## src/rtl/reg_file_pkg.sv

```systemverilog
// Shared widths and base types for the parameterised register file.
// Package defaults match the standard 16 x 32-bit core configuration.
package reg_file_pkg;
  localparam int RF_DATA_W = 32;
  localparam int RF_ADDR_W = 4;
  localparam int RF_PC_IDX = 15;

  typedef logic [RF_DATA_W-1:0] rf_data_t;
  typedef logic [RF_ADDR_W-1:0] rf_addr_t;
endpackage

```

## src/rtl/rf_scoreboard.sv

```systemverilog
// Pending-destination scoreboard and per-read-port RAW hazard flags.
// pend updates on the clock edge; hazard is combinational from pend and this cycle's writes.
module rf_scoreboard
  import reg_file_pkg::*;
#(
  parameter int ADDR_W = RF_ADDR_W,
  parameter int NREAD  = 3,
  parameter int PC_IDX = RF_PC_IDX
) (
  input  logic                    clk,
  input  logic                    rst_n,
  input  logic [NREAD*ADDR_W-1:0] ra,
  input  logic [NREAD-1:0]        rv,
  input  logic [ADDR_W-1:0]       wa_a,
  input  logic                    we_a,
  input  logic [ADDR_W-1:0]       wa_b,
  input  logic                    we_b,
  input  logic                    iss_v,
  input  logic [ADDR_W-1:0]       iss_addr,
  output logic [NREAD-1:0]        hazard,
  output logic [2**ADDR_W-1:0]    pend
);
  localparam int DEPTH = 2**ADDR_W;
  localparam logic [ADDR_W-1:0] PC_A = ADDR_W'(PC_IDX);

  logic [DEPTH-1:0]  r_pend;
  logic [DEPTH-1:0]  w_pend_nxt;
  logic [ADDR_W-1:0] w_ra [NREAD];

  for (genvar g = 0; g < NREAD; g++) begin : g_ra
    assign w_ra[g] = ra[g*ADDR_W +: ADDR_W];
  end

  // Set after clear so a same-cycle issue marks the new producer as pending.
  always_comb begin
    w_pend_nxt = r_pend;
    for (int x = 0; x < DEPTH; x++) begin
      if ((we_a && wa_a == ADDR_W'(x)) || (we_b && wa_b == ADDR_W'(x)))
        w_pend_nxt[x] = 1'b0;
      if (iss_v && iss_addr == ADDR_W'(x) && x != PC_IDX)
        w_pend_nxt[x] = 1'b1;
    end
  end

  always_ff @(posedge clk or negedge rst_n) begin
    if (!rst_n) r_pend <= '0;
    else        r_pend <= w_pend_nxt;
  end

  always_comb begin
    hazard = '0;
    for (int i = 0; i < NREAD; i++) begin
      hazard[i] = rv[i] && r_pend[w_ra[i]] && (w_ra[i] != PC_A)
                  && !(we_a && wa_a == w_ra[i]) && !(we_b && wa_b == w_ra[i]);
    end
  end

  assign pend = r_pend;
endmodule

```

## src/rtl/param_reg_file.sv

```systemverilog
// Multi-read, dual-write register file with write bypass, PC alias and RAW scoreboard.
// Reads are zero-latency combinational; writes and pend updates land on the rising edge.
module param_reg_file
  import reg_file_pkg::*;
#(
  parameter int DATA_W = RF_DATA_W,
  parameter int ADDR_W = RF_ADDR_W,
  parameter int NREAD  = 3,
  parameter int PC_IDX = RF_PC_IDX
) (
  input  logic                    clk,
  input  logic                    rst_n,
  input  logic [NREAD*ADDR_W-1:0] ra,
  input  logic [NREAD-1:0]        rv,
  output logic [NREAD*DATA_W-1:0] rd,
  input  logic [ADDR_W-1:0]       wa_a,
  input  logic                    we_a,
  input  logic [DATA_W-1:0]       wd_a,
  input  logic [ADDR_W-1:0]       wa_b,
  input  logic                    we_b,
  input  logic [DATA_W-1:0]       wd_b,
  input  logic [DATA_W-1:0]       r15,
  input  logic                    iss_v,
  input  logic [ADDR_W-1:0]       iss_addr,
  output logic [NREAD-1:0]        hazard,
  output logic [2**ADDR_W-1:0]    pend
);
  localparam int DEPTH = 2**ADDR_W;
  localparam logic [ADDR_W-1:0] PC_A = ADDR_W'(PC_IDX);

  logic [DATA_W-1:0] r_mem [DEPTH];
  logic [ADDR_W-1:0] w_ra  [NREAD];

  for (genvar g = 0; g < NREAD; g++) begin : g_ra
    assign w_ra[g] = ra[g*ADDR_W +: ADDR_W];
  end

  // The PC slot is never written, so it reads back as zero from the array.
  always_ff @(posedge clk or negedge rst_n) begin
    if (!rst_n) begin
      for (int j = 0; j < DEPTH; j++) r_mem[j] <= '0;
    end else begin
      for (int j = 0; j < DEPTH; j++) begin
        if (j != PC_IDX) begin
          if (we_b && wa_b == ADDR_W'(j))      r_mem[j] <= wd_b;
          else if (we_a && wa_a == ADDR_W'(j)) r_mem[j] <= wd_a;
        end
      end
    end
  end

  always_comb begin
    rd = '0;
    for (int i = 0; i < NREAD; i++) begin
      if (w_ra[i] == PC_A)                rd[i*DATA_W +: DATA_W] = r15;
      else if (we_b && wa_b == w_ra[i])   rd[i*DATA_W +: DATA_W] = wd_b;
      else if (we_a && wa_a == w_ra[i])   rd[i*DATA_W +: DATA_W] = wd_a;
      else                                rd[i*DATA_W +: DATA_W] = r_mem[w_ra[i]];
    end
  end

  rf_scoreboard #(
    .ADDR_W (ADDR_W),
    .NREAD  (NREAD),
    .PC_IDX (PC_IDX)
  ) u_sb (
    .clk      (clk),
    .rst_n    (rst_n),
    .ra       (ra),
    .rv       (rv),
    .wa_a     (wa_a),
    .we_a     (we_a),
    .wa_b     (wa_b),
    .we_b     (we_b),
    .iss_v    (iss_v),
    .iss_addr (iss_addr),
    .hazard   (hazard),
    .pend     (pend)
  );
endmodule

```

## config.mk

```make
export PLATFORM = sky130hd
export DESIGN_NAME = param_reg_file
export DESIGN_NICKNAME = d
export VERILOG_FILES = /design/src/rtl/reg_file_pkg.sv /design/src/rtl/rf_scoreboard.sv /design/src/rtl/param_reg_file.sv
export SDC_FILE = /design/constraint.sdc
export NUM_CORES = 2
export LEC_CHECK = 0
export ABC_CLOCK_PERIOD_IN_PS = 2500
export CAP_MARGIN = 10
export CORE_AREA = 2 2 267 269
export CTS_BUF_LIST = sky130_fd_sc_hd__clkbuf_16
export DETAILED_ROUTE_END_ITERATION = 12
export DIE_AREA = 0 0 269 271
export PLACE_DENSITY_LB_ADDON = 0.08
export SETUP_SLACK_MARGIN = 0.15
export SYNTH_ARGS = -nofsm -noshare
export SYNTH_HDL_FRONTEND = slang
export SYNTH_SLANG_ARGS = --single-unit
```

## constraint.sdc

```tcl
create_clock -name clk -period 2.5 [get_ports clk]
set_input_delay 0.5 -clock clk [delete_from_list [all_inputs] [get_ports clk]]
set_output_delay 0.5 -clock clk [all_outputs]
set_load 0.05 [all_outputs]
```

==> results_dict.tcl <==
set metrics [dict create \
    status "complete, but fails checks" \
    violations "negative setup slack" \
    fp.dieH_um 271 \
    p_leak_nw 23.3 \
    groute.usage.overall_pct 50.1 \
    pwr-share-clk_pct 23.2 \
    busiest_layer "met2" \
    fin_nets 4597 \
    fp.dieW_um 269 \
    async_reset_ff_share_pct 100 \
    avgSynthCellArea_um2 9.90 \
    netlist_instances 3858 \
    worst_pin_slew_ns 0.622 \
    drive_gt1_share_pct 38.6 \
    ys_seq_area_share_pct 32.4 \
    detail_route.first_pass.iterations 7 \
    cp_max_fo 2 \
    pwr-share-seq_pct 31.9 \
    finalWeightedCongestion 1.01 \
    power_frac_comb_pct 44.9 \
    drt_iter0_drc 6954 \
    grt_max_degree 91 \
    critPathMaxStageDelay_ns 0.47 \
    std_cell_rows 97 \
    h-tree-depth 2 \
    grtUsageMet3_pct 18.1 \
    swShare_pct 37.5 \
    intPower_mw 24.1 \
    cts_sinks 495 \
    clockRootBuffer "clkbuf_16" \
    grt_use_met2_pct 71.5 \
    numCtsBuffers 59 \
    synth_flop_cell "dfrtp_1" \
    syn_area_um2 38200 \
    synth-edff-count 0 \
    crit_required_ns 2.00 \
    insertion_delay_ns 0.64 \
    wl_per_cell_um 33.9 \
    p_sw_mw 14.4 \
    power_density_nw_per_um2 699 \
    grt_antenna_before_repair 7 \
    via_per_inst 7.43 \
    worst-path-buf-inv 1 \
    layout_min_cycle_time_ns 3.30 \
    finalNonFillerCells 5461 \
    die_area_um2 72900 \
    end_kind "output port" \
    hpwl_um 119000 \
    drv_cap 0 \
    synthesis.nets 3986 \
    drc 0 \
    rsz0062_at_grt "yes" \
    slowest_stage "mux4_2" \
    num_io_pins 243 \
    vias 40600 \
    hold_violations 0 \
    dp.cells 5167 \
    finClkSkew_ns 0 \
    cpLargestDelayFamily "multiplexers" \
    ys_seq_elements 495 \
    fin_crit_sh_pct 132 \
    setup_slack_ns -0.796 \
    cts_max_path_buffers 3 \
    setup_viol 99 \
    first_global_vias 40900 \
    core_um2 69800 \
    whs_ns 0.341 \
    path_common_cell "mux4_2" \
    timing.fmax_mhz 303 \
    netlist-cell-type-count 54 \
    area_growth_pct 44.2 \
    max_slew_margin_pct 58.1 \
    min_path_type "input port to async pin" \
    grt_pass1_wl_um 268000 \
    io_buffers 241 \
    worstSetupPathType "flip-flop to output port" \
    crit_arrival_ns 2.80 \
    drv_slew 0 \
    finalWirelength_um 185000 \
    grt_use_met1_pct 61.0 \
    cts_tree "done" \
    startpoint_type "flip-flop" \
    final_cell_area_um2 55100 \
    detail-route-antenna-nets 0 \
    clkTransAtPathRegs_ns 0.06 \
    dpl_cell_area_um2 49600 \
    ys_warn_count 32 \
    crit_chain "mux4_2 > mux4_2 > nor3b_4 > a2111o_2 > buf_8" \
    gr-total-overflow 0 \
    peakVddDrop_v 0.000552 \
    start_util_pct 54.8 \
]
==> kinds of logic (layout without fill, tap and decap cells) <==
family | Yosys count | in the layout | synth area share [%]
other cells | 1 | 4 | 0.00981
xor+xnor | 24 | 24 | 0.550
simple gates | 777 | 778 | 8.43
buf+inv | 568 | 1227 | 6.25
compound gates | 1031 | 1031 | 17.5
flops | 495 | 495 | 32.4
mux | 962 | 962 | 34.9
==> final timing paths <==
check / depth (start not counted) / slack [ns] / start / to
min reg2reg: 2 / 0.60 / u_sb.pend[6] / u_sb.pend[6]
max in group asynchronous: 3 / 1.25 / rst_n / r_mem[68]
max reg2reg: 5 / 1.35 / r_mem[262] / r_mem[262]
max: 5 / -0.80 / r_mem[319] / rd[95]
min: 2 / 0.34 / rst_n / r_mem[359]
min in group clk: 3 / 0.53 / iss_v / u_sb.pend[7]
==> power groups by stage <==
stage	Sequential [mW]	Combinational [mW]	Clock, mW
6_report	12.3	17.3	8.93
5_1_grt	12.4	17.9	9.21
4_1_cts	12.1	16.5	8.87
3_5_place_dp	12.2	15.2	0
3_3_place_gp	12.0	14.8	0
2_1_floorplan	11.7	9.53	0
==> cells in the mapped netlist (21+ instances only) <==
cell type | n | share of area, %
mux2i_1 | 630 | 17
dfrtp_1 | 495 | 32
nor2_1 | 356 | 3.5
clkbuf_1 | 319 | 3.1
a21oi_1 | 311 | 4.1
mux4_2 | 291 | 17
nand2_1 | 279 | 2.7
o21ai_0 | 259 | 3.4
buf_2 | 123 | 1.6
a22oi_1 | 74 | 1.5
o22ai_1 | 73 | 1.2
o211a_1 | 62 | 1.6
nor3_1 | 56 | 0.73
inv_1 | 55 | 0.54
buf_1 | 47 | 0.46
a211oi_1 | 41 | 0.81
mux2_2 | 41 | 1.2
o221ai_1 | 41 | 0.94
a311oi_1 | 32 | 0.73
a2111o_1 | 22 | 0.65
nor2b_1 | 22 | 0.36
a2111oi_0 | 21 | 0.48
a2bb2oi_1 | 21 | 0.48
buf_4 | 21 | 0.41
o32a_1 | 21 | 0.55
==> layer usage <==
metal | vias up | share of wire [%]
li1 | 15700 | -
met1 | 19500 | 33
met2 | 4063 | 42
met3 | 1244 | 16
met4 | 8 | 9.8
met5 | - | 0.028
==> state kept, by name, summed over array words and instances, names as in the netlist <==
signal / flops
r_mem: 480
u_sb.pend: 15
==> through the flow <==
stage / power (mW) / util, % / setup slack (ns) / setup TNS, ns
5_1_grt: 39.6 / 78.9 / -0.795 / -46.40
3_3_place_gp: 26.8 / 71.1 / -0.889 / -75.63
2_1_floorplan: 21.2 / - / -0.221 / -12.10
3_5_place_dp: 27.4 / 71.1 / -0.942 / -80.72
6_report: 38.5 / 78.9 / -0.796 / -44.47
4_1_cts: 37.4 / 77.7 / -0.767 / -40.97
==> final cells by class <==
type	count	area, um^2
multi-input combinational	2796	26700
antenna	3	7.51
clock inverter	50	422
tap	940	1180
timing repair buffer	1062	12700
sequential	495	12400
fill	4161	14700
clock buffer	60	1500
inverter	55	206
==> layout by cell type, fill, tap and decap left out, drive strengths merged, types with 12 or more instances in the layout <==
cell	Yosys	layout
o32a	21	21
nor2b	22	22
a2bb2oi	21	21
xnor2	15	15
a211oi	41	41
o21ai	261	261
a2111o	22	22
dfrtp	495	495
a21oi	311	311
o22ai	73	73
clkdlybuf4s50	0	104
mux2	41	41
a2111oi	21	21
dlygate4sd2	0	16
a311oi	32	32
o211a	62	62
a22oi	74	74
buf	194	929
nand3	12	12
mux2i	630	630
nor3	56	56
o32ai	20	20
nor2	356	356
nand2	279	279
clkbuf	319	68
clkinv	0	30
o221ai	41	41
mux4	291	291
inv	55	66
==> what timing repair did <==
item,CTS,global route
gates cloned,14,3
resized for setup,323,113
hold buffers,1,0
setup buffers,123,41
setup endpoints to repair,114,99
hold endpoints to repair,29,0
pin swaps,142,69
(Power assumes the default switching activity.)
==> RTL edit (config.mk and constraints unchanged) <==
Make the reset (`rst_n`) synchronous in 2 clocked blocks.
--- a/src/rtl/rf_scoreboard.sv
+++ b/src/rtl/rf_scoreboard.sv
@@ -44,3 +44,3 @@
 
-  always_ff @(posedge clk or negedge rst_n) begin
+  always_ff @(posedge clk) begin
     if (!rst_n) r_pend <= '0;
--- a/src/rtl/param_reg_file.sv
+++ b/src/rtl/param_reg_file.sv
@@ -38,3 +38,3 @@
   // The PC slot is never written, so it reads back as zero from the array.
-  always_ff @(posedge clk or negedge rst_n) begin
+  always_ff @(posedge clk) begin
     if (!rst_n) begin
Function: changed (Yosys sat finds a counterexample within 4 cycles, from zero or initial values and one cycle with rst_n low; the reset may be asserted at any time).
==> RTL edit against the unedited design <==
The run still ends with negative setup slack left; setup slack improved by 260 ps; design area decreased by 7.7%; critical path depth increased by 7; register-to-register slack improved by 380 ps; sequential cell count unchanged; global-route usage increased by 1.1 points; routed wire length increased by 2.3%; utilization decreased by 6.1 points; count of clock-buffer cells in the layout decreased by 7; combinational power decreased by 45%; synthesized area decreased by 5.4%; hold slack improved by 8.2 ps; total power decreased by 27%; critical path type is now primary input to output pin; largest power group is now sequential cells.
==> RTL edit: results (changes against the unedited design) <==
Logic synthesis
  • Top cells by count, synth: nand2_1 (679), edfxtp_1 (480), a21oi_1 (271)
  • FFs w/ async S/R, synth: 0% (-100 points)
  • Ys Warns: 0 (-100%)
  • Distinct cells, synth: 58 (+7.4%)
  • Seq/Total Area, Yosys: 40.7% (+8.3 points)
  • Post-Syn Nets: 3613 (-9.4%)
  • Area contributors post-synth: edfxtp_1 (40%), mux4_2 (17%), nand2_1 (7.0%)
  • Syn_area_per_cell: 10.4 µm² (+4.8%)

Route
  • Via count: 37700 (-7.1%)
  • Starting DRC count in detailed routing: 7587 (+9.1%)
  • Final wirelength: 189000 µm (+2.3%)

Timing
  • Setup ws final: -536 ps (+260 ps)
  • Sum of negative setup slack: -41130 ps (+3330 ps)
  • Setup violators final: 99 (unchanged)
  • Slew at the pin closest to its max-slew limit: 782 ps (+160 ps)

Outcome
  • Outcome: finished, violations left
  • Failing checks: negative setup slack

GRT
  • Largest net degree at the start of global routing: 59 (-35%)
  • Tot GR Track Use: 51.1% (+1.1 points)
  • Wire length of the first global-routing pass: 264000 µm (-1.8%)
  • Vias in the first global route: 36800 (-9.9%)

Clock network
  • Worst-skew pair later-pin latency: 630 ps
  • Num CTS Buffers: 53 (-10%)

Placed design
  • Post-DP HPWL: 120000 µm (+1.3%)
  • Gpl congestion: 1.00 (-0.47%)
  • Placed cells: 4743 (-8.2%)
  • Place WS: -963 ps (-20.6 ps)

Finish
  • Layout cell share with drive strength beyond 1: 35.7% (-2.8 points)
  • Most flops, register: r_mem
  • Final nets: 4104 (-11%)
  • Final std cells w/o fill: 4959 (-9.2%)

Setup path
  • CP arrival: 2540 ps (-260 ps)

Min path
  • Worst Hold Class: primary input to flip-flop

Power and ir drop
  • Worst VDD drop: 595 µV (+7.7%)
## RTL edit: changes by cell type in the layout (fill, tap and decap cells not counted), sizes merged, moves of 72 or more
cell    change
o221a      +95
edfxtp    +480
nor2      -115
nand2     +400
dfrtp     -495
buf       -184
a22oi     +128
o22ai      -72
mux2i     -441
## RTL edit: area by class of cell
cell class,instances,area (µm²)
multi-input cells,2510,21200
fillers,4665,18900
flip-flops and latches,495,14700
repair buffers,880,11800
clock buffers,53,1330
well taps,940,1180
clock inverters,41,415
inverters,36,135
diodes,4,10.0
## RTL edit: what timing repair did
action	4_1_cts	5_1_grt
gates resized for setup	308	73
pin swaps	110	55
buffers inserted	66	18
endpoints found under the setup margin	295	138
endpoints found under the hold margin	0	0
hold buffers	0	0
cloned	27	7
## RTL edit: routing by layer
layer | routed length, µm | global-route usage, % | up-vias
li1 | - | - | 14400
met1 | 58700 | 61.7 | 18000
met2 | 77500 | 71.1 | 4186
met3 | 35200 | 24.1 | 1209
met4 | 17800 | 37.3 | 8
met5 | 62 | 0.135 | -
## RTL edit: metrics by stage
step | power (mW) | cell area [µm²]
6_report | 28.0 | 50800
5_1_grt | 28.3 | 50800
4_1_cts | 27.4 | 50100
3_5_place_dp | 18.9 | 46000
3_3_place_gp | 18.7 | 46000
2_1_floorplan | 15.0 | 37400
## RTL edit: report_power, final
group          switching (mW)  internal, mW  total, mW
combinational            5.00          4.43       9.43
clock                    3.65          4.58       8.23
sequential              0.529          9.81       10.3
## RTL edit: worst paths after layout
path	startpoint	to	slack, ps	cells past startpoint
setup / recovery	wa_a[0]	rd[82]	-540	12
setup reg to reg	u_sb.pend[0]$_SDFFE_PN0P_	u_sb.pend[0]$_SDFFE_PN0P_	1730	2
hold / removal	rst_n	r_mem[6][31]$_SDFFCE_PN0P_	350	2
hold reg to reg	u_sb.pend[9]$_SDFFE_PN0P_	u_sb.pend[9]$_SDFFE_PN0P_	520	2
## RTL edit: critical path, stage by stage
cell	delay (ps)
buf_8	100
buf_6	120
xor2_4	180
nor4_4	320
buf_4	190
buf_6	90
nand3b_1	110
buf_6	160
buf_12	150
buf_16	170
o221a_4	290
buf_12	150
## RTL edit: cell families after synthesis
family	share of synthesized area, %
AND/OR/NAND/NOR	12.2
AO/OA/AOI/OAI	18.6
flip-flops	40.7
buffers and inverters	5.91
multiplexers	22.0
XOR/XNOR	0.581
other	0.0104
